==> src/rtl/ddr_wr_arb_rr_if.sv <==
// Bundle of the write arbiter's slave-FIFO side and ddr_wr_ctrl side signals.
// The master modport is the arbiter's view; the slave modport is its surroundings.
interface ddr_wr_arb_rr_if #(
  parameter int unsigned CH_NUM = 10,
  parameter int unsigned ADDR_W = 25,
  parameter int unsigned LEN_W  = 10,
  parameter int unsigned DATA_W = 32
);
  logic [CH_NUM-1:0]        slave_req;
  logic [CH_NUM*ADDR_W-1:0] slave_waddr;
  logic [CH_NUM*LEN_W-1:0]  slave_wlen;
  logic [CH_NUM*DATA_W-1:0] slave_data;
  logic [CH_NUM-1:0]        slave_ren;
  logic [CH_NUM-1:0]        slave_valid;
  logic                     ready;
  logic                     ddr_write_finish;
  logic [ADDR_W-1:0]        arb_wddr_addr;
  logic [LEN_W-1:0]         arb_wddr_len;
  logic                     ddr_Rfifo_en;
  logic [DATA_W-1:0]        ddr_Rfifo_data;
  logic                     mem_wen;
  logic                     mem_wen_valid;
  logic                     arb_busy;
  logic                     ovr_err;

  modport master (
    input  slave_req, slave_waddr, slave_wlen, slave_data, ready, ddr_write_finish,
           ddr_Rfifo_en, mem_wen_valid,
    output slave_ren, slave_valid, arb_wddr_addr, arb_wddr_len, ddr_Rfifo_data, mem_wen,
           arb_busy, ovr_err
  );

  modport slave (
    output slave_req, slave_waddr, slave_wlen, slave_data, ready, ddr_write_finish,
           ddr_Rfifo_en, mem_wen_valid,
    input  slave_ren, slave_valid, arb_wddr_addr, arb_wddr_len, ddr_Rfifo_data, mem_wen,
           arb_busy, ovr_err
  );
endinterface

==> src/rtl/ddr_wr_arb_rr.sv <==
// N-channel DDR write arbiter: fixed-priority or round-robin grant with an urgent
// override channel, mem_wen handshake, beat-counted read forwarding and over-read flag.
module ddr_wr_arb_rr #(
  parameter int unsigned CH_NUM   = 10,
  parameter int unsigned ADDR_W   = 25,
  parameter int unsigned LEN_W    = 10,
  parameter int unsigned DATA_W   = 32,
  parameter int unsigned ARB_MODE = 1,
  parameter int unsigned PRIO_EN  = 1,
  parameter int unsigned PRIO_CH  = 9
) (
  input logic              ddr_clk,
  input logic              sys_rstn,
  ddr_wr_arb_rr_if.master  bus
);

  localparam int unsigned GW = (CH_NUM > 1) ? $clog2(CH_NUM) : 1;

  localparam logic [1:0] IDLE     = 2'd0;
  localparam logic [1:0] WAIT_RDY = 2'd1;
  localparam logic [1:0] XFER     = 2'd2;

  logic [1:0]        state_q;
  logic [CH_NUM-1:0] valid_q;
  logic [ADDR_W-1:0] addr_q;
  logic [LEN_W-1:0]  len_q;
  logic              mem_wen_q;
  logic              ovr_q;
  logic [LEN_W:0]    beat_q;
  logic [GW-1:0]     last_gnt_q;

  logic [CH_NUM-1:0] elig;
  logic [GW-1:0]     win;
  logic              win_found;
  logic              win_rr;
  logic [CH_NUM-1:0] win_oh;
  logic [ADDR_W-1:0] win_addr;
  logic [LEN_W-1:0]  win_len;
  logic              can_pull;
  logic              pull;
  logic              over;
  logic [CH_NUM-1:0] ren;
  logic [DATA_W-1:0] rdata;

  always_comb begin
    for (int i = 0; i < int'(CH_NUM); i++) begin
      elig[i] = bus.slave_req[i] & (|bus.slave_wlen[i*LEN_W +: LEN_W]);
    end
  end

  // Loops run backwards so the last hit, i.e. the first in search order, wins.
  always_comb begin
    int unsigned cand;
    win       = '0;
    win_found = 1'b0;
    win_rr    = 1'b0;
    cand      = 0;
    if (PRIO_EN != 0 && elig[PRIO_CH]) begin
      win       = GW'(PRIO_CH);
      win_found = 1'b1;
    end else if (ARB_MODE == 0) begin
      for (int i = int'(CH_NUM) - 1; i >= 0; i--) begin
        if (elig[i]) begin
          win       = GW'(i);
          win_found = 1'b1;
        end
      end
    end else begin
      for (int unsigned k = CH_NUM; k >= 1; k--) begin
        cand = (32'(last_gnt_q) + k) % CH_NUM;
        if (elig[GW'(cand)]) begin
          win       = GW'(cand);
          win_found = 1'b1;
        end
      end
      win_rr = win_found;
    end
  end

  always_comb begin
    win_oh   = '0;
    win_addr = '0;
    win_len  = '0;
    for (int i = 0; i < int'(CH_NUM); i++) begin
      if (win == GW'(i)) begin
        win_oh[i] = 1'b1;
        win_addr  = bus.slave_waddr[i*ADDR_W +: ADDR_W];
        win_len   = bus.slave_wlen[i*LEN_W +: LEN_W];
      end
    end
  end

  assign can_pull = beat_q < {1'b0, len_q};
  assign pull     = |ren;
  assign over     = bus.ddr_Rfifo_en & (|valid_q) & (beat_q == {1'b0, len_q});

  always_comb begin
    ren   = '0;
    rdata = '0;
    for (int i = 0; i < int'(CH_NUM); i++) begin
      ren[i] = bus.ddr_Rfifo_en & valid_q[i] & can_pull;
      if (valid_q[i]) rdata = rdata | bus.slave_data[i*DATA_W +: DATA_W];
    end
  end

  always_ff @(posedge ddr_clk or negedge sys_rstn) begin
    if (!sys_rstn) begin
      state_q    <= IDLE;
      valid_q    <= '0;
      addr_q     <= '0;
      len_q      <= '0;
      mem_wen_q  <= 1'b0;
      ovr_q      <= 1'b0;
      beat_q     <= '0;
      last_gnt_q <= GW'(CH_NUM - 1);
    end else begin
      if (over) ovr_q <= 1'b1;
      case (state_q)
        IDLE: begin
          if (win_found) begin
            valid_q <= win_oh;
            addr_q  <= win_addr;
            len_q   <= win_len;
            beat_q  <= '0;
            state_q <= WAIT_RDY;
            if (win_rr) last_gnt_q <= win;
          end
        end
        WAIT_RDY, XFER: begin
          // Finish wins over everything, including a same-cycle mem_wen_valid.
          if (bus.ddr_write_finish) begin
            valid_q   <= '0;
            addr_q    <= '0;
            len_q     <= '0;
            mem_wen_q <= 1'b0;
            beat_q    <= '0;
            state_q   <= IDLE;
          end else begin
            if (pull) beat_q <= beat_q + 1'b1;
            if (state_q == WAIT_RDY) begin
              if (bus.ready) begin
                mem_wen_q <= 1'b1;
                state_q   <= XFER;
              end
            end else if (bus.mem_wen_valid) begin
              mem_wen_q <= 1'b0;
            end
          end
        end
        default: state_q <= IDLE;
      endcase
    end
  end

  assign bus.slave_ren      = ren;
  assign bus.slave_valid    = valid_q;
  assign bus.arb_wddr_addr  = addr_q;
  assign bus.arb_wddr_len   = len_q;
  assign bus.ddr_Rfifo_data = rdata;
  assign bus.mem_wen        = mem_wen_q;
  assign bus.arb_busy       = state_q != IDLE;
  assign bus.ovr_err        = ovr_q;

endmodule
==> src/flat_wrapper.sv <==
// flat-port wrapper written by rule: the top's interface ports become plain ports
module ddr_wr_arb_rr_flat 
#(
  parameter int unsigned CH_NUM   = 10,
  parameter int unsigned ADDR_W   = 25,
  parameter int unsigned LEN_W    = 10,
  parameter int unsigned DATA_W   = 32,
  parameter int unsigned ARB_MODE = 1,
  parameter int unsigned PRIO_EN  = 1,
  parameter int unsigned PRIO_CH  = 9
)
  (ddr_clk, sys_rstn, bus_slave_req, bus_slave_waddr, bus_slave_wlen, bus_slave_data, bus_ready, bus_ddr_write_finish, bus_ddr_Rfifo_en, bus_mem_wen_valid, bus_slave_ren, bus_slave_valid, bus_arb_wddr_addr, bus_arb_wddr_len, bus_ddr_Rfifo_data, bus_mem_wen, bus_arb_busy, bus_ovr_err);
  ddr_wr_arb_rr_if #(.CH_NUM(CH_NUM), .ADDR_W(ADDR_W), .LEN_W(LEN_W), .DATA_W(DATA_W)) bus_i ();
  input logic ddr_clk;
  input logic sys_rstn;
  input wire logic [$bits(bus_i.slave_req)-1:0] bus_slave_req;
  input wire logic [$bits(bus_i.slave_waddr)-1:0] bus_slave_waddr;
  input wire logic [$bits(bus_i.slave_wlen)-1:0] bus_slave_wlen;
  input wire logic [$bits(bus_i.slave_data)-1:0] bus_slave_data;
  input wire logic [$bits(bus_i.ready)-1:0] bus_ready;
  input wire logic [$bits(bus_i.ddr_write_finish)-1:0] bus_ddr_write_finish;
  input wire logic [$bits(bus_i.ddr_Rfifo_en)-1:0] bus_ddr_Rfifo_en;
  input wire logic [$bits(bus_i.mem_wen_valid)-1:0] bus_mem_wen_valid;
  output wire logic [$bits(bus_i.slave_ren)-1:0] bus_slave_ren;
  output wire logic [$bits(bus_i.slave_valid)-1:0] bus_slave_valid;
  output wire logic [$bits(bus_i.arb_wddr_addr)-1:0] bus_arb_wddr_addr;
  output wire logic [$bits(bus_i.arb_wddr_len)-1:0] bus_arb_wddr_len;
  output wire logic [$bits(bus_i.ddr_Rfifo_data)-1:0] bus_ddr_Rfifo_data;
  output wire logic [$bits(bus_i.mem_wen)-1:0] bus_mem_wen;
  output wire logic [$bits(bus_i.arb_busy)-1:0] bus_arb_busy;
  output wire logic [$bits(bus_i.ovr_err)-1:0] bus_ovr_err;
  assign bus_i.slave_req = bus_slave_req;
  assign bus_i.slave_waddr = bus_slave_waddr;
  assign bus_i.slave_wlen = bus_slave_wlen;
  assign bus_i.slave_data = bus_slave_data;
  assign bus_i.ready = bus_ready;
  assign bus_i.ddr_write_finish = bus_ddr_write_finish;
  assign bus_i.ddr_Rfifo_en = bus_ddr_Rfifo_en;
  assign bus_i.mem_wen_valid = bus_mem_wen_valid;
  assign bus_slave_ren = bus_i.slave_ren;
  assign bus_slave_valid = bus_i.slave_valid;
  assign bus_arb_wddr_addr = bus_i.arb_wddr_addr;
  assign bus_arb_wddr_len = bus_i.arb_wddr_len;
  assign bus_ddr_Rfifo_data = bus_i.ddr_Rfifo_data;
  assign bus_mem_wen = bus_i.mem_wen;
  assign bus_arb_busy = bus_i.arb_busy;
  assign bus_ovr_err = bus_i.ovr_err;
  ddr_wr_arb_rr #(.CH_NUM(CH_NUM), .ADDR_W(ADDR_W), .LEN_W(LEN_W), .DATA_W(DATA_W), .ARB_MODE(ARB_MODE), .PRIO_EN(PRIO_EN), .PRIO_CH(PRIO_CH)) u_core (.ddr_clk(ddr_clk), .sys_rstn(sys_rstn), .bus(bus_i));
endmodule
==> config.mk <==
export PLATFORM = sky130hd
export DESIGN_NAME = ddr_wr_arb_rr_flat
export DESIGN_NICKNAME = d
export VERILOG_FILES = /design/src/rtl/ddr_wr_arb_rr_if.sv /design/src/rtl/ddr_wr_arb_rr.sv /design/src/flat_wrapper.sv
export SDC_FILE = /design/constraint.sdc
export NUM_CORES = 1
export LEC_CHECK = 0
export CAP_MARGIN = 20
export CORE_AREA = 2 2 300 302
export DETAILED_ROUTE_END_ITERATION = 10
export DIE_AREA = 0 0 302 304
export PLACE_DENSITY = 0.43
export SLEW_MARGIN = 20
export SYNTH_ARGS = -nofsm -noshare
export SYNTH_HDL_FRONTEND = slang
export SYNTH_SLANG_ARGS = --single-unit
==> constraint.sdc <==
create_clock -name ddr_clk -period 16.6 [get_ports ddr_clk]
set_input_delay 2.49 -clock ddr_clk [delete_from_list [all_inputs] [get_ports ddr_clk]]
set_output_delay 2.49 -clock ddr_clk [all_outputs]
set_load 0.01 [all_outputs]
==> reports/qor.csv, run 1 <==
metric,value,unit
outcome,completed,
mostFrequentLayoutCell,sky130_fd_sc_hd__clkdlybuf4s50_1,
grt_remaining_overflow,0,
drt_wl_total,115600,um
grt_use_total,24.11,%
layout.filler_cells,9703,
final-max-slew-violation-count,0,
detailedRoute.firstPassIterationCount,6,
worstReg2RegEnd,u_core.bus.arb_wddr_len[8],
place_hpwl,95390,um
placeableCoreArea,89050,um^2
cts_htree_levels,3,
largest_net_degree_at_the_start_of_global_routing,52,
crit_required,16.91,ns
max-vdd-ir-drop,240.2,uV
power_density,259.4,nW/um^2
power_leakage,7.964,nW
multi_input_comb_area,10080,um^2
routabilityCongestion,1.001,
cts-root-buf,sky130_fd_sc_hd__clkbuf_16,
holdPathStages,1,
max_slew.worst_pin.slew,1.136,ns
ys_seq_area_share,12.63,%
synth_top_flop_cell,sky130_fd_sc_hd__dfrtp_1,
die_width,302,um
setup_viol,0,
timing.final.crit_share,54.15,%
initial_utilization,14.26,%
cap_viol_max_count,0,
fmax,111.2,MHz
postSynthAreaPerCell,7.491,um^2
mostFrequentLayoutCells,"sky130_fd_sc_hd__clkdlybuf4s50_1, sky130_fd_sc_hd__a22oi_1, sky130_fd_sc_hd__inv_1",
rows,110,
design.die.area,91810,um^2
final-hold-violation-count,0,
timing.max_slew.rel_slack,24.05,%
count_of_unique_library_cells_instantiated_by_yosys,111,
port_buffers,775,
drive_above_1_share,6.526,%
die-height,304,um
arrival,9.30,ns
area_growth,73.02,%
layout.core_utilization,24.67,%
clock_sink_count,64,
synth_warn,0,
clk_pin_slew_worst_paths,0.07,ns
crit_path_start_kind,input pin,
detailroute.via_count,18600,
tritoncts,built,
ys_ff_latch,64,
worst_reg2reg_path_depth,18,
crit-reg2reg-launch,u_core.last_gnt_q[0],
grt_antenna_before_repair,25,
worstSkewPairLatency,0.39,ns
postRouteAntennaNets,0,
cts-root-to-sink-buffers,2,
syn_inst,1695,
min_path_type,flop to flop,
cp-startpoint,bus_slave_wlen[96],
worst-path-max-fanout,23,
grt_pass1_wl,155500,um
syn-cell-area,12700,um^2
final.min_clock_period,8.989,ns
wl_per_cell,32.43,um
synth_async_reset_ratio,100.0,%
timing.clock.skew,0.01638,ns
vias_per_cell,5.215,
min_from,u_core.bus.ovr_err,
timing.setup.critical_path_class,input pin to flop,
cts_setup_buffers,0,
endpoint_type_of_the_worst_setup_path,flop,
hold-path-endpoint,u_core.bus.ovr_err,
holdBufCountCts,0,
cts-buffers-inserted,9,
grt_setup_unrepaired,false,
final-seq-area,1617,um^2
grt_pass1_vias,18340,
post_cts_resize_count,0,
synth.net_count,2433,
post-route-drc-count,0,
final_net_count,3108,
setup_tns,0,ns
post_synth_edffs,0,
setup.reg_to_reg.worst_slack,7.94,ns
design.portCount,776,
detailedRoute.firstIterationViolations,2013,
cell usage after synthesis, types with 9 or more instances:
master	count	share of area [%]
sky130_fd_sc_hd__a221oi_1	36	2.5
sky130_fd_sc_hd__o31ai_1	17	1.0
sky130_fd_sc_hd__or2_2	12	0.59
sky130_fd_sc_hd__or4_1	13	0.77
sky130_fd_sc_hd__o21ai_1	29	1.1
sky130_fd_sc_hd__nor3_1	40	1.6
sky130_fd_sc_hd__o221ai_1	30	2.1
sky130_fd_sc_hd__a211oi_1	15	0.89
sky130_fd_sc_hd__o22ai_1	41	2.0
sky130_fd_sc_hd__o21ai_0	56	2.2
sky130_fd_sc_hd__or3_1	13	0.64
sky130_fd_sc_hd__mux2_2	13	1.2
sky130_fd_sc_hd__dfrtp_1	62	12
sky130_fd_sc_hd__a21oi_1	64	2.5
sky130_fd_sc_hd__xor2_1	9	0.62
sky130_fd_sc_hd__nand3_1	62	2.4
sky130_fd_sc_hd__clkbuf_1	100	3.0
sky130_fd_sc_hd__nor2b_1	10	0.49
sky130_fd_sc_hd__xnor2_1	22	1.5
sky130_fd_sc_hd__o32ai_1	33	2.3
sky130_fd_sc_hd__a31oi_1	18	0.89
sky130_fd_sc_hd__inv_1	108	3.2
sky130_fd_sc_hd__o211ai_1	26	1.5
sky130_fd_sc_hd__buf_2	31	1.2
sky130_fd_sc_hd__nand2b_1	20	0.99
sky130_fd_sc_hd__nand2_1	89	2.6
sky130_fd_sc_hd__nor2_1	74	2.2
sky130_fd_sc_hd__a22o_1	39	2.7
sky130_fd_sc_hd__mux2i_1	66	5.2
sky130_fd_sc_hd__o21a_1	16	0.95
sky130_fd_sc_hd__and2_1	22	1.1
sky130_fd_sc_hd__nor4_1	39	1.9
sky130_fd_sc_hd__ha_1	52	5.1
sky130_fd_sc_hd__a21o_1	12	0.71
sky130_fd_sc_hd__nand4_1	42	2.1
sky130_fd_sc_hd__a221o_1	21	1.7
sky130_fd_sc_hd__a22oi_1	129	7.6
layer usage:
| metal | track usage [%] | vias to the layer above | wire [um] |
|---|---|---|---|
| met5 | 0 | - | 69 |
| met4 | 9.590 | 10 | 4107 |
| met3 | 3.877 | 147 | 7878 |
| met2 | 40.10 | 1058 | 55060 |
| met1 | 30.87 | 9227 | 48530 |
| li1 | - | 8155 | - |
through the flow:
stage / total power, mW / worst slack [ns] / hold WS [ns] / instances / area, um^2
final: 5.698 / 7.611 / 0.4574 / 3566 / 21970
after global routing: 6.030 / 7.515 / 0.4821 / 3564 / 21960
after CTS: 5.670 / 7.635 / 0.4642 / 3551 / 21930
after detailed placement: 5.425 / 7.243 / 0.4529 / 3535 / 21620
after global placement: 5.394 / 7.340 / 0.4571 / 3535 / 21620
after floorplan: 3.441 / 10.37 / 0.4540 / 1695 / 12700
critical path: stages:
cell,delay [ns]
sky130_fd_sc_hd__clkdlybuf4s50_1,0.50
sky130_fd_sc_hd__or4_1,0.77
sky130_fd_sc_hd__o41a_1,0.86
sky130_fd_sc_hd__a22oi_2,0.62
sky130_fd_sc_hd__nor2b_1,0.20
sky130_fd_sc_hd__mux2i_1,0.24
sky130_fd_sc_hd__and2_1,0.34
sky130_fd_sc_hd__a21boi_0,0.34
sky130_fd_sc_hd__o2111ai_1,0.24
sky130_fd_sc_hd__o211ai_2,0.82
sky130_fd_sc_hd__nand2_1,0.95
sky130_fd_sc_hd__o32ai_1,0.60
sky130_fd_sc_hd__a311oi_1,0.10
sky130_fd_sc_hd__o211ai_1,0.19
worst max-delay path by stage:
stage,endpoint,slack [ns],depth (start not counted)
floorplan,u_core.bus.arb_wddr_len[3],10.37,13
global placement,u_core.bus.arb_wddr_len[8],7.34,14
detailed placement,u_core.bus.arb_wddr_len[8],7.24,14
CTS,u_core.bus.arb_wddr_len[8],7.64,14
global route,u_core.bus.arb_wddr_addr[15],7.51,14
finish,u_core.bus.arb_wddr_len[8],7.61,14
sequential cells by signal, summed over array words and instances, names as in the netlist:
| register | flops |
|---|---|
| u_core.bus.arb_wddr_addr | 25 |
| u_core.beat_q | 11 |
| u_core.bus.arb_wddr_len | 10 |
| u_core.bus.slave_valid | 10 |
| u_core.last_gnt_q | 4 |
| u_core.state_q | 2 |
| u_core.bus.mem_wen | 1 |
| u_core.bus.ovr_err | 1 |
kinds of logic after synthesis:
kind of cell	count (synthesis)	synth area share (%)
simple gates	491	21.09
mux	86	7.509
fa+ha+maj	55	5.361
buf+inv	260	8.268
flops	64	12.63
xor+xnor	32	2.266
compound gates	707	42.88
final cells by class:
class                           count  area share [%]
Multi-Input combinational cell   1371           45.90
Timing Repair Buffer              812           36.56
Sequential cell                    64           7.358
Tap cell                         1176           6.698
Inverter                          112           1.914
Clock buffer                       10           1.088
Clock inverter                      6          0.3076
Antenna cell                       15          0.1709
power by group:
group	internal, mW	switching (mW)	total (mW)
Sequential	0.223	0.0999	0.323
Clock	0.121	0.101	0.222
Combinational	1.81	3.35	5.15
Total	2.15	3.55	5.70
Note: power is estimated with default switching activity, not from simulation.
==> run 2, diff against run 1 <==
- CORE_AREA: 2 2 300 302 -> 2 2 302 304
- DIE_AREA: 0 0 302 304 -> 0 0 304 306
- clock period: 16.6 -> 9.1 ns (I/O delays scaled with it)
==> run 2 against run 1 <==
Non-clock buffer count rose by 19. Sequential cell count did not move. Sequential power rose by 100%. First-iteration DRC count rose by 0.84%. Routed wire length rose by 0.58%. Worst setup slack got worse by 6.4 ns. Final area rose by 0.76%. Clock power rose by 79%. Largest power group unchanged. Highest routed layer unchanged.
==> reports/qor.csv, run 2 (synthesis results as in run 1) <==
metric,value,unit,change
clock_sink_count,64,,unchanged
grt_remaining_overflow,0,,unchanged
worst_reg2reg_path_depth,20,,+2
detailroute.via_count,18840,,+1.3%
crit-reg2reg-launch,u_core.last_gnt_q[1],,
final-hold-violation-count,0,,unchanged
mostFrequentLayoutCells,"sky130_fd_sc_hd__clkdlybuf4s50_1, sky130_fd_sc_hd__a22oi_1, sky130_fd_sc_hd__inv_1",,
rows,110,,unchanged
timing.max_slew.rel_slack,28.04,%,+4.0 points
fmax,126.5,MHz,
port_buffers,775,,unchanged
worstReg2RegEnd,u_core.bus.arb_wddr_addr[20],,
cap_viol_max_count,0,,unchanged
final.min_clock_period,7.906,ns,
placeableCoreArea,89600,um^2,+0.62%
setup.reg_to_reg.worst_slack,1.19,ns,-6.75 ns
timing.setup.critical_path_class,flop to flop,,
worst-path-max-fanout,31,,+35%
power_leakage,8.063,nW,+1.3%
min_path_type,flop to flop,,
grt_use_total,23.76,%,-0.35 points
arrival,8.14,ns,-1.16 ns
mostFrequentLayoutCell,sky130_fd_sc_hd__clkdlybuf4s50_1,,
min_from,u_core.bus.ovr_err,,
cp.buffers_inverters,3,,+2
worstSkewPairLatency,0.38,ns,about the same
vias_per_cell,5.252,,+0.71%
design.die.area,93020,um^2,+1.3%
layout.core_utilization,24.70,%,+0.034 points
layout.filler_cells,9839,,+1.4%
most_common_cell_type_on_the_critical_path,sky130_fd_sc_hd__buf_4,,
final_net_count,3127,,+0.61%
initial_utilization,14.17,%,-0.088 points
routabilityCongestion,0.9905,,-1.0%
crit_required,9.34,ns,-7.57 ns
cp_slowest_stage_delay,0.81,ns,-0.14 ns
crit_path_cell_trace,"buf_4, ha_1, buf_4, xnor2_1, nand2_1, ha_1, nand2b_1, o21ai_0, nor3b_1, nor4b_1, or3_1, a2bb2oi_2, and2_1, a21oi_1, or2_2, o21ai_4, o211ai_2, buf_4, nor4_1, o21ai_1",,
cts-root-buf,sky130_fd_sc_hd__clkbuf_16,,
setup_viol,0,,unchanged
die-height,306,um,+0.66%
power_density,482.4,nW/um^2,+86%
outcome,completed,,
final-max-slew-violation-count,0,,unchanged
detailedRoute.firstPassIterationCount,6,,unchanged
clk_pin_slew_worst_paths,0.07,ns,about the same
hold-path-endpoint,u_core.bus.ovr_err,,
grt_setup_unrepaired,false,,
detailedRoute.firstIterationViolations,2030,,+0.84%
grt_pass1_vias,18640,,+1.7%
crit_path_start_kind,flop,,
timing.final.crit_share,86.88,%,
cts-buffers-inserted,9,,unchanged
drive_above_1_share,7.188,%,+0.66 points
max-vdd-ir-drop,456.3,uV,+90%
postRouteAntennaNets,0,,unchanged
critical-path-top-delay-family,simple AND/OR/NAND/NOR gates,,
grt_antenna_before_repair,29,,+16%
max_slew.worst_pin.slew,1.079,ns,-0.05703 ns
cts-root-to-sink-buffers,2,,unchanged
wl_per_cell,32.43,um,about the same
holdBufCountCts,0,,unchanged
grt_pass1_wl,157000,um,+0.96%
timing.clock.skew,0.01342,ns,-0.002961 ns
drt_wl_total,116300,um,+0.58%
critical-path-slowest-cell,sky130_fd_sc_hd__xnor2_1,,
post-route-drc-count,0,,unchanged
place_hpwl,97600,um,+2.3%
design.portCount,776,,unchanged
holdPathStages,1,,unchanged
cts_setup_buffers,0,,unchanged
largest_net_degree_at_the_start_of_global_routing,45,,-13%
largest_register_ffs,25,,unchanged
endpoint_type_of_the_worst_setup_path,flop,,
post_cts_resize_count,0,,unchanged
area_growth,74.33,%,
final-seq-area,1617,um^2,unchanged
multi_input_comb_area,10080,um^2,about the same
setup_tns,0,ns,unchanged
tritoncts,built,,
cts_htree_levels,3,,unchanged
die_width,304,um,+0.66%
-- run 2: area by class of cell --
class                      instances  area share, %
antenna                           18         0.2035
clock buffer                      12          1.159
clock inverter                     3         0.1922
inverter                         112          1.899
multi-input combinational       1371          45.55
sequential                        64          7.303
tap                             1176          6.647
timing repair buffer             831          37.05
-- run 2: stage by stage --
step	hold slack, ns	cell area, um^2	instances	total power [mW]	setup WS [ns]
floorplan	0.4540	12700	1695	6.278	3.489
global placement	0.4561	21790	3554	10.10	1.204
detailed placement	0.4542	21790	3554	10.12	1.133
CTS	0.4655	22090	3569	10.56	1.121
global route	0.4796	22130	3585	11.27	0.7180
finish	0.4640	22140	3587	10.68	1.194
-- run 2: routing by layer --
metal	vias up	global-route usage, %	part of all wire, %
met2	1116	40.37	48
li1	8198	-	-
met4	2	9.557	3.9
met5	-	0	0.017
met3	139	4.458	7.1
met1	9385	29.49	41
-- run 2: power breakdown --
group | internal (mW) | total, mW | switching (mW)
logic | 3.46 | 9.63 | 6.17
clock network | 0.226 | 0.397 | 0.171
registers | 0.406 | 0.650 | 0.243
-- run 2: worst max path at each step --
stage | from | endpoint | slack, ns | depth (start not counted)
6_report | u_core.last_gnt_q[1] | u_core.bus.arb_wddr_addr[20] | 1.19 | 20
5_1_grt | u_core.last_gnt_q[1] | u_core.bus.arb_wddr_len[3] | 0.72 | 19
3_3_place_gp | u_core.last_gnt_q[1] | u_core.bus.arb_wddr_len[3] | 1.20 | 19
3_5_place_dp | u_core.last_gnt_q[1] | u_core.bus.arb_wddr_len[3] | 1.13 | 19
4_1_cts | u_core.last_gnt_q[1] | u_core.bus.arb_wddr_len[3] | 1.12 | 19
2_1_floorplan | u_core.last_gnt_q[0] | u_core.bus.arb_wddr_len[5] | 3.49 | 22
